===== config.mk =====
export PLATFORM = sky130hd
export DESIGN_NAME = ifft32_bfly_sched
export DESIGN_NICKNAME = d
export VERILOG_FILES = /design/src/rtl/ifft32_bfly_sched.sv
export SDC_FILE = /design/constraint.sdc
export NUM_CORES = 1
export LEC_CHECK = 0
export BUFFER_PORTS_ARGS = -buffer_cell sky130_fd_sc_hd__clkbuf_2
export CELL_PAD_IN_SITES_DETAIL_PLACEMENT = 0
export CELL_PAD_IN_SITES_GLOBAL_PLACEMENT = 1
export CORE_MARGIN = 3
export CORE_UTILIZATION = 41
export DETAILED_ROUTE_END_ITERATION = 12
export PLACE_DENSITY_LB_ADDON = 0.1
export SLEW_MARGIN = 20
export SYNTH_ARGS = -nofsm -noshare
export SYNTH_HDL_FRONTEND = slang
export SYNTH_SLANG_ARGS = --single-unit

===== constraint.sdc =====
create_clock -name clk -period 3.05 [get_ports clk]
set_input_delay 0.4575 -clock clk [delete_from_list [all_inputs] [get_ports clk]]
set_output_delay 0.4575 -clock clk [all_outputs]
set_load 0.005 [all_outputs]

===== src/rtl/ifft32_bfly_sched.sv =====
// Address/twiddle sequencer for one shared radix-2 butterfly in an in-place 32-point IFFT.
// Reads 16 butterflies per stage, drains the read+butterfly pipeline, then moves to the next stage.
module ifft32_bfly_sched #(
    parameter int RD_LAT   = 1,
    parameter int BFLY_LAT = 2
) (
    input  logic       clk,
    input  logic       rst,
    input  logic       start,
    output logic       busy,
    output logic       done,
    output logic [2:0] stage,
    output logic       rd_en,
    output logic [4:0] rd_addr_a,
    output logic [4:0] rd_addr_b,
    output logic [3:0] tw_idx,
    output logic       wr_en,
    output logic [4:0] wr_addr_a,
    output logic [4:0] wr_addr_b
);

    localparam int D   = RD_LAT + BFLY_LAT;
    localparam int DCW = (D > 1) ? $clog2(D) : 1;

    typedef enum logic [1:0] {IDLE, READ, DRAIN, DONE} state_t;

    state_t         state;
    logic [3:0]     k;
    logic [DCW-1:0] drain_cnt;

    // Returns {addr_a, addr_b, tw} for butterfly kk of stage s.
    function automatic logic [13:0] bfly_addr(input logic [2:0] s, input logic [3:0] kk);
        logic [4:0] span;
        logic [4:0] grp;
        logic [4:0] pos;
        logic [4:0] a;
        logic [4:0] b;
        logic [3:0] tw;
        span = 5'd1 << s;
        grp  = {1'b0, kk} >> s;
        pos  = {1'b0, kk} & (span - 5'd1);
        a    = (grp << (s + 3'd1)) | pos;
        b    = a + span;
        tw   = 4'(pos << (3'd4 - s));
        return {a, b, tw};
    endfunction

    // Read-side outputs are computed from the next k/stage so they are registered, not decoded.
    always_ff @(posedge clk or posedge rst) begin
        if (rst) begin
            state     <= IDLE;
            stage     <= '0;
            k         <= '0;
            drain_cnt <= '0;
            busy      <= 1'b0;
            done      <= 1'b0;
            rd_en     <= 1'b0;
            rd_addr_a <= '0;
            rd_addr_b <= '0;
            tw_idx    <= '0;
        end else begin
            done <= 1'b0;
            case (state)
                IDLE: begin
                    if (start) begin
                        state <= READ;
                        stage <= '0;
                        k     <= '0;
                        busy  <= 1'b1;
                        rd_en <= 1'b1;
                        {rd_addr_a, rd_addr_b, tw_idx} <= bfly_addr(3'd0, 4'd0);
                    end
                end
                READ: begin
                    if (k == 4'd15) begin
                        k         <= '0;
                        drain_cnt <= '0;
                        state     <= DRAIN;
                        rd_en     <= 1'b0;
                        {rd_addr_a, rd_addr_b, tw_idx} <= '0;
                    end else begin
                        k <= k + 4'd1;
                        {rd_addr_a, rd_addr_b, tw_idx} <= bfly_addr(stage, k + 4'd1);
                    end
                end
                DRAIN: begin
                    // The last write-back of this stage lands on the final drain cycle.
                    if (drain_cnt == DCW'(D - 1)) begin
                        if (stage == 3'd4) begin
                            state <= DONE;
                            done  <= 1'b1;
                        end else begin
                            stage <= stage + 3'd1;
                            state <= READ;
                            rd_en <= 1'b1;
                            {rd_addr_a, rd_addr_b, tw_idx} <= bfly_addr(stage + 3'd1, 4'd0);
                        end
                    end else begin
                        drain_cnt <= drain_cnt + DCW'(1);
                    end
                end
                DONE: begin
                    state <= IDLE;
                    busy  <= 1'b0;
                end
                default: state <= IDLE;
            endcase
        end
    end

    logic [D-1:0] pipe_v;
    logic [4:0]   pipe_a [D];
    logic [4:0]   pipe_b [D];

    generate
        for (genvar gi = 0; gi < D; gi++) begin : g_wb
            if (gi == 0) begin : g_head
                always_ff @(posedge clk or posedge rst) begin
                    if (rst) begin
                        pipe_v[gi] <= 1'b0;
                        pipe_a[gi] <= '0;
                        pipe_b[gi] <= '0;
                    end else begin
                        pipe_v[gi] <= rd_en;
                        pipe_a[gi] <= rd_addr_a;
                        pipe_b[gi] <= rd_addr_b;
                    end
                end
            end else begin : g_tail
                always_ff @(posedge clk or posedge rst) begin
                    if (rst) begin
                        pipe_v[gi] <= 1'b0;
                        pipe_a[gi] <= '0;
                        pipe_b[gi] <= '0;
                    end else begin
                        pipe_v[gi] <= pipe_v[gi-1];
                        pipe_a[gi] <= pipe_a[gi-1];
                        pipe_b[gi] <= pipe_b[gi-1];
                    end
                end
            end
        end
    endgenerate

    assign wr_en     = pipe_v[D-1];
    assign wr_addr_a = pipe_a[D-1];
    assign wr_addr_b = pipe_b[D-1];

endmodule


Word level (Yosys, flattened, before mapping). Cells that the tools add are included.

Flip-flop bits (word level): 61. Input port bits: 3. Output and inout port bits: 31. Word-level logic and storage cells: 100.

Add/subtract/negate cells: 9. Equal/unequal tests: 11. Shift operators: 8. Muxes and demuxes: 38. Bitwise gates (word level): 2. Reductions and logical operators: 13.

Operators by type and width (count): $mux 5 (8); $pmux 5 s3 (2); $mux 4 (5); $mux 2 (6); $pmux 4 s3 (1); $add 5x5->5 (2); $ne 2x2->1 const B (5); $shl 1x3->5 const A (2); $shl 5x3->5 (2); $mux 3 (3); $pmux 2 s4 (1); $pmux 4 s2 (1); $reduce_and 4->1 (2); $reduce_bool 2->1 (4); $mux 1 (7); $add 3x1->3 const B (2); $eq 2x2->1 const B (3); $pmux 3 s2 (1); $reduce_and 3->1 (2); $sub 3x3->3 const A (2); $and 4x5->5 (1); $or 5x5->5 (1); $reduce_and 5->1 (1); $shl 5x3->4 (1); other kinds (15) (16).

Logic depth before layout (Yosys ltp). Gate-level depths: netlist (run 1).

Depth in word-level cells: 7. Mapped depth: 15. Mapped depth without buffers: 14.

Worst setup path before layout (run 1). OpenSTA, ideal clock, no wires.

Path type: reg2reg. From: register stage[0]. To: register rd_addr_b[4]. Setup time: 0.095 ns. Arrival time: 2.999 ns. Required time: 2.955 ns. Path slack: -0.044 ns. Cell stages (with the launch flop): 16. Buffers on the path: 1. Clock period less this slack: 3.094 ns. Path through: dfrtp_1 -> buf_2 -> inv_1 -> ha_1 -> ha_1 -> inv_1 -> ha_1 -> nand2b_1 -> nand2_1 -> inv_1 -> fa_1 -> nor2b_1 -> o21ai_0 -> nor3b_1 -> o211a_1 -> o31ai_1.

Cells in the longest elaborated chain, start to end: 7. Elaborated cells on any way between the ends: 20. Classes of those cells: add/sub (5); eq/ne (2); shift (6); mux (4); bitwise (2); reduce/logical (1).

RTL lines: from (decl) (RTL line 12) `output logic [2:0] stage,`; from (signal assigned) (RTL line 93) `stage <= stage + 3'd1;`; $add 3x1->3 or $shl 1x3->5 (tied branches) (RTL line 42, 96, 39); $add 3x1->3, or another cell as far along (RTL line 42) `a = (grp << (s + 3'd1)) | pos;`; $shl 5x3->5 or $and 4x5->5 (tied branches) (RTL line 42, 41); $add 5x5->5 or $or 5x5->5 (tied branches) (RTL line 43, 42); $mux 5 or $add 5x5->5 (tied branches) (RTL line 89, 43); $mux 5, on equally long branches (RTL line 88, 75); $pmux 5 s3 (RTL line 63) `case (state)`; to (signal assigned) (RTL line 71) `{rd_addr_a, rd_addr_b, tw_idx} <= bfly_addr(3'd0, 4'd0);`; to (signal assigned) (RTL line 83) `{rd_addr_a, rd_addr_b, tw_idx} <= bfly_addr(stage, k + 4'd1);`; to (signal assigned) (RTL line 96) `{rd_addr_a, rd_addr_b, tw_idx} <= bfly_addr(stage + 3'd1, 4'd0);`; to (decl) (RTL line 15) `output logic [4:0] rd_addr_b,`.

Several ways; a longest one is shown, not always the timed one. The select of a mux whose other input is x is not followed. A chain may end at the register's enable or synchronous reset.

Final worst setup path (run 1). Ends and elaborated chain as after synthesis.

==> reports/metrics.cfg, run 1 <==
[outcome]
run_status = finished, final reports clean

[timing]
tightest_slew_ps = 518
setup_viol = 0
fin_crit_sh_pct = 94.1
max_freq_ghz = 0.348
drv_slew = 0
whs_ps = 98.5
final-hold-violation-count = 0
maxSlewHeadroom_pct = 65.4
period_needed_ps = 2870
fin_worst_skew_ps = 10.7

[worst_setup_path]
regToRegSetupSlack_ps = 180
endpoint = rd_addr_b[4]$_DFFE_PP0P_
cp_max_fo = 4
endpoint_kind = register
crit_required_ps = 3290
critical_path_class = reg2reg
regToRegStartpoint = stage[0]$_DFFE_PP0P_
cp.arrival_ps = 3110
r2r_cells = 13
worstSetupStartpoint = stage[0]$_DFFE_PP0P_
critPathLaunchType = register
reg2reg_to = rd_addr_b[4]$_DFFE_PP0P_

[finish]
multiInputGateArea_mm2 = 0.00125
seqCellArea_mm2 = 0.00153
diodes = 0
drive_gt1_share_pct = 28.2
fin_area_mm2 = 0.00349
area_growth_pct = 18.0
fill_cells = 638
fin_nets = 337

[floorplan]
io_pins = 34
rows = 30
core_area_mm2 = 0.00691
die_y_um = 90.9
initial_core_util_pct = 42.8
dieWidth_um = 90.9
fp.dieArea_mm2 = 0.00826

[synthesis]
synth_most_common_cell = dfrtp_1
ys_ff_latch = 61
synth_top_area_share_pct = 51.7
synth_edf_count = 0
synth_warnings = 0
async_reset_ff_share_pct = 100
synthCells = 269
synth_cell_type_count = 55
netlist_top_cells_count = dfrtp_1 (61), nand2_1 (24), ha_1 (22)
avgSynthCellArea_um2 = 11.0
ys_top_cells_by_area = dfrtp_1 (52%), ha_1 (9.3%), nand2_1 (3.0%), o21ai_0 (2.9%), buf_4 (2.5%)
synth_ff_type = dfrtp_1
syn-num-nets = 295
syn-cell-area_mm2 = 0.00295
synth_top_area_cell = dfrtp_1
ys_seq_area_share_pct = 51.7

[detailed_routing]
vias = 2061
ant_nets = 0
drc = 0
viasPerCell = 5.00
drtPass1Iterations = 4
wl_per_cell_um = 14.8
drt_iter0_markers = 76
wl_um = 6110

[placement]
post_dp_cell_area_mm2 = 0.00322
gp_congestion = 0.856
dp_hpwl_um = 4450
portBuffers = 33

[clock_tree]
h-tree-depth = 3
clkSlewWorstSetupHoldPaths_ps = 80
cts_tree = built
cts_buffers = 9
clk_latency_ps = 340
root_buffer = clkbuf_8
clock_sinks = 61
cts_max_path_buffers = 2
postCtsHoldBufs = 0

[worst_hold_path]
hp-class = in2async

[pwr]
power_mw = 3.55
p_per_area_mw_per_mm2 = 1020
p_leak_nw = 1.70
peakVddDrop_uv = 543

[global_routing]
grt_pass1_wl_um = 10500
gr-total-overflow = 0
grt_max_degree = 26
antenna_found_initial = 0
grt_pass1_vias = 2031
track_usage_pct = 16.3

[run]
cap_violations = 0

-- cells in the final DEF (no fill, tap or decap), drive strengths merged, types with 2 or more instances in the layout --
master | synthesis | layout
dfrtp | 61 | 61
clkbuf | 3 | 42
nand2 | 25 | 25
ha | 22 | 22
o21ai | 20 | 20
buf | 18 | 19
inv | 16 | 17
a21oi | 13 | 13
nor2 | 12 | 12
o31ai | 7 | 7
nand2b | 6 | 6
a22o | 5 | 5
nor3 | 5 | 5
xnor2 | 5 | 5
nand3 | 5 | 5
nor2b | 4 | 4
a31oi | 4 | 4
a211oi | 4 | 4
clkinv | 0 | 4
and2 | 2 | 2
mux2i | 2 | 2
xor2 | 2 | 2
a32o | 2 | 2
o22ai | 2 | 2
nand4 | 2 | 2
bufinv | 0 | 2
and3 | 2 | 2
o41ai | 2 | 2
-- logic make-up (layout without fill, tap and decap cells) --
logic type               after synthesis  after routing  share of synthesized area [%]
AO/OA/AOI/OAI                         71             71                           16.7
XOR/XNOR                               7              7                           2.33
adder cells (fa/ha/maj)               23             23                           10.0
buffers and inverters                 37             84                           6.95
flip-flops                            61             61                           51.7
multiplexers                           2              2                          0.678
AND/OR/NAND/NOR                       68             68                           11.6
-- final cells by class --
type / instances / share of cell area [%]
Clock buffer: 9 / 3.55
Multi-Input combinational cell: 171 / 35.8
Clock inverter: 7 / 2.83
Inverter: 16 / 1.72
Sequential cell: 61 / 43.8
Timing Repair Buffer: 52 / 8.83
Tap cell: 96 / 3.44
-- metrics by stage --
stage / util [%] / setup slack (ps) / TNS, ps / cells
3_5_place_dp: 46.6 / 33.9 / 0 / 393
3_3_place_gp: 46.6 / 192 / 0 / 393
2_1_floorplan: - / 31.9 / 0 / 269
4_1_cts: 49.8 / 15.1 / 0 / 409
5_1_grt: 50.5 / -1.89 / -1.89 / 412
6_report: 50.5 / 179 / 0 / 412
-- worst max-delay path, cell delays in order (launching register included) --
cell	delay [ps]
dfrtp_2	430
ha_1	200
ha_1	290
nand2b_1	120
nor2_2	120
a41o_1	220
ha_1	180
inv_1	50
fa_1	390
nor2b_1	130
o21ai_1	80
nor3b_2	160
o211a_1	200
o31ai_1	200
-- flip-flops by register name, indices dropped and copies added (netlist names), 3 cells and up --
signal     count
wr_addr_b      5
rd_addr_a      5
tw_idx         4
rd_addr_b      5
pipe_b        10
wr_addr_a      5
stage          3
k              4
pipe_a        10
-- where the power goes --
group	total, mW	internal, mW	switching, mW
clock	0.802	0.465	0.337
sequential	1.17	1.03	0.133
combinational	1.58	0.657	0.928
-- layer usage --
metal / vias up / GRT usage (%) / wire length (um)
met5: - / 0 / 0
met4: 0 / 4.65 / 59
met3: 6 / 5.17 / 256
met2: 43 / 24.4 / 2780
met1: 993 / 22.7 / 3010
li1: 1019 / - / -
-- how the worst min path moves through the flow --
| stage | start | end | slack, ps | cells past startpoint |
|---|---|---|---|---|
| after floorplan | pipe_a[10]$_DFF_PP0_ | pipe_a[5]$_DFF_PP0_ | 330 | 0 |
| after global placement | pipe_b[13]$_DFF_PP0_ | pipe_b[8]$_DFF_PP0_ | 330 | 0 |
| after detailed placement | pipe_a[10]$_DFF_PP0_ | pipe_a[5]$_DFF_PP0_ | 330 | 0 |
| after CTS | rst | wr_en$_DFF_PP0_ | 100 | 2 |
| after global routing | rst | wr_en$_DFF_PP0_ | 120 | 2 |
| final | rst | rd_addr_b[4]$_DFFE_PP0P_ | 100 | 2 |
-- what timing repair did --
| action | in CTS | in global routing |
|---|---|---|
| setup buffers | 0 | 3 |
| gates cloned | 0 | 0 |
| resized for setup | 1 | 9 |
| pin swaps | 0 | 1 |
| endpoints found under the setup margin | 1 | 1 |
Note: power is estimated with default switching activity, not from simulation.
==> run 2, diff against run 1 <==
CORE_UTILIZATION = 40   (was 41)
PLACE_DENSITY_LB_ADDON = 0.12   (was 0.1)
==> run 2 against run 1 <==
Compared with the run above: fmax rose by 0.30%; critical path depth grew 1; clock skew is 0.61 ps higher; largest cell class unchanged; worst hold slack better by 15 ps; first-iteration DRC count increased by 59%; global-route usage down 0.12 points; routed wire length rose by 1.5%; non-clock buffer count shrank 4; final cell count decreased by 0.97%; sequential share of layout area is 0.17 points higher.
==> reports/metrics.cfg, run 2 (synthesis results as in run 1) <==
[outcome]
run_status = finished, final reports clean

[floorplan]
die_y_um = 91.9
initial_core_util_pct = 42.3
rows = 30
fp.dieArea_mm2 = 0.00845
core_area_mm2 = 0.00698
io_pins = 34
dieWidth_um = 91.9

[worst_setup_path]
regToRegSetupSlack_ps = 190
critical_path_class = reg2reg
reg2reg_to = rd_addr_b[4]$_DFFE_PP0P_
endpoint_kind = register
critPathLaunchType = register
crit_required_ps = 3290
r2r_cells = 14
cp_max_fo = 5
cp.arrival_ps = 3110
regToRegStartpoint = stage[0]$_DFFE_PP0P_
worstSetupStartpoint = stage[0]$_DFFE_PP0P_
endpoint = rd_addr_b[4]$_DFFE_PP0P_

[clock_tree]
clkSlewWorstSetupHoldPaths_ps = 70
clock_sinks = 61
cts_max_path_buffers = 2
root_buffer = clkbuf_8
postCtsHoldBufs = 0
cts_tree = built
clk_latency_ps = 340
cts_buffers = 9
h-tree-depth = 3

[finish]
fill_cells = 669
layout_commonest_cell = dfrtp_1
multiInputGateArea_mm2 = 0.00124
layout_common_cells = dfrtp_1 (60), clkbuf_2 (33), nand2_1 (23), ha_1 (21), o21ai_0 (17)
drive_gt1_share_pct = 26.0
seqCellArea_mm2 = 0.00153
diodes = 0
area_growth_pct = 17.5
reg_top3 = pipe_a (10), pipe_b (10)
fin_area_mm2 = 0.00347
fin_nets = 333

[timing]
tightest_slew_ps = 578
fin_worst_skew_ps = 11.3
max_freq_ghz = 0.349
drv_slew = 0
fin_crit_sh_pct = 93.9
final-hold-violation-count = 0
setup_ws_ps = 187
period_needed_ps = 2860
maxSlewHeadroom_pct = 61.4
whs_ps = 114
setup_viol = 0

[global_routing]
grt_max_degree = 41
grt_pass1_wl_um = 10500
gr-total-overflow = 0
antenna_found_initial = 0
track_usage_pct = 16.2
grt_pass1_vias = 1999

[placement]
post_dp_cell_area_mm2 = 0.00320
dp_hpwl_um = 4430
gp_congestion = 0.827
post-place-ws_ps = 122
portBuffers = 33

[detailed_routing]
wl_per_cell_um = 15.2
wl_um = 6200
ant_nets = 0
vias = 2040
drtPass1Iterations = 4
viasPerCell = 5.00
drt_iter0_markers = 121
drc = 0

[run]
cap_violations = 0

[pwr]
power_mw = 3.60
p_leak_nw = 1.68
peakVddDrop_uv = 487
p_per_area_mw_per_mm2 = 1040

[worst_hold_path]
hp-class = in2async

run 2: final cells by class:
cell class	instances	share of cell area, %
Sequential cell	61	44.0
Multi-Input combinational cell	171	35.9
Timing Repair Buffer	48	8.00
Clock buffer	12	4.18
Tap cell	96	3.46
Clock inverter	4	2.74
Inverter	16	1.73
run 2: how the worst min path moves through the flow:
stage / to / slack (ps) / cells after the start
after detailed placement: pipe_a[5]$_DFF_PP0_ / 330 / 0
after global placement: pipe_a[7]$_DFF_PP0_ / 330 / 0
after global routing: rd_en$_DFFE_PP0P_ / 160 / 2
final: drain_cnt[0]$_DFFE_PP0P_ / 110 / 2
after CTS: drain_cnt[0]$_DFFE_PP0P_ / 130 / 2
after floorplan: pipe_a[5]$_DFF_PP0_ / 330 / 0
run 2: metal layers:
layer,up-vias,wire [um],GRT usage (%)
li1,1005,-,-
met1,986,3080,22.8
met2,42,2800,23.7
met3,7,240,3.94
met4,0,85,6.68
met5,-,0,0
run 2: power by group:
| part | switching [mW] | total (mW) | internal, mW |
|---|---|---|---|
| combinational | 0.925 | 1.56 | 0.637 |
| sequential | 0.131 | 1.16 | 1.03 |
| clock | 0.307 | 0.871 | 0.565 |
| total | 1.36 | 3.60 | 2.24 |
run 2: repair_timing:
action | 4_1_cts | 5_1_grt
gates resized for setup | 0 | 7
buffers inserted | 0 | 1
endpoints found under the setup margin | 0 | 1
run 2: critical path, stage by stage (launching register included):
cell      delay [ps]
dfrtp_2          430
inv_1             80
ha_1             220
ha_4             170
inv_1             40
ha_1             270
nand2b_1         200
nand2_2          110
inv_1             60
fa_1             420
nor2b_1          110
o21ai_0           90
nor3b_2          170
o211a_1          210
o31ai_1          180
run 2: stage by stage:
| stage | util [%] | instances | setup TNS, ps |
|---|---|---|---|
| after global placement | 45.8 | 391 | 0 |
| after detailed placement | 45.8 | 391 | 0 |
| final | 49.7 | 408 | 0 |
| after CTS | 49.3 | 407 | 0 |
| after global routing | 49.7 | 408 | -14.4 |
| after floorplan | - | 269 | 0 |
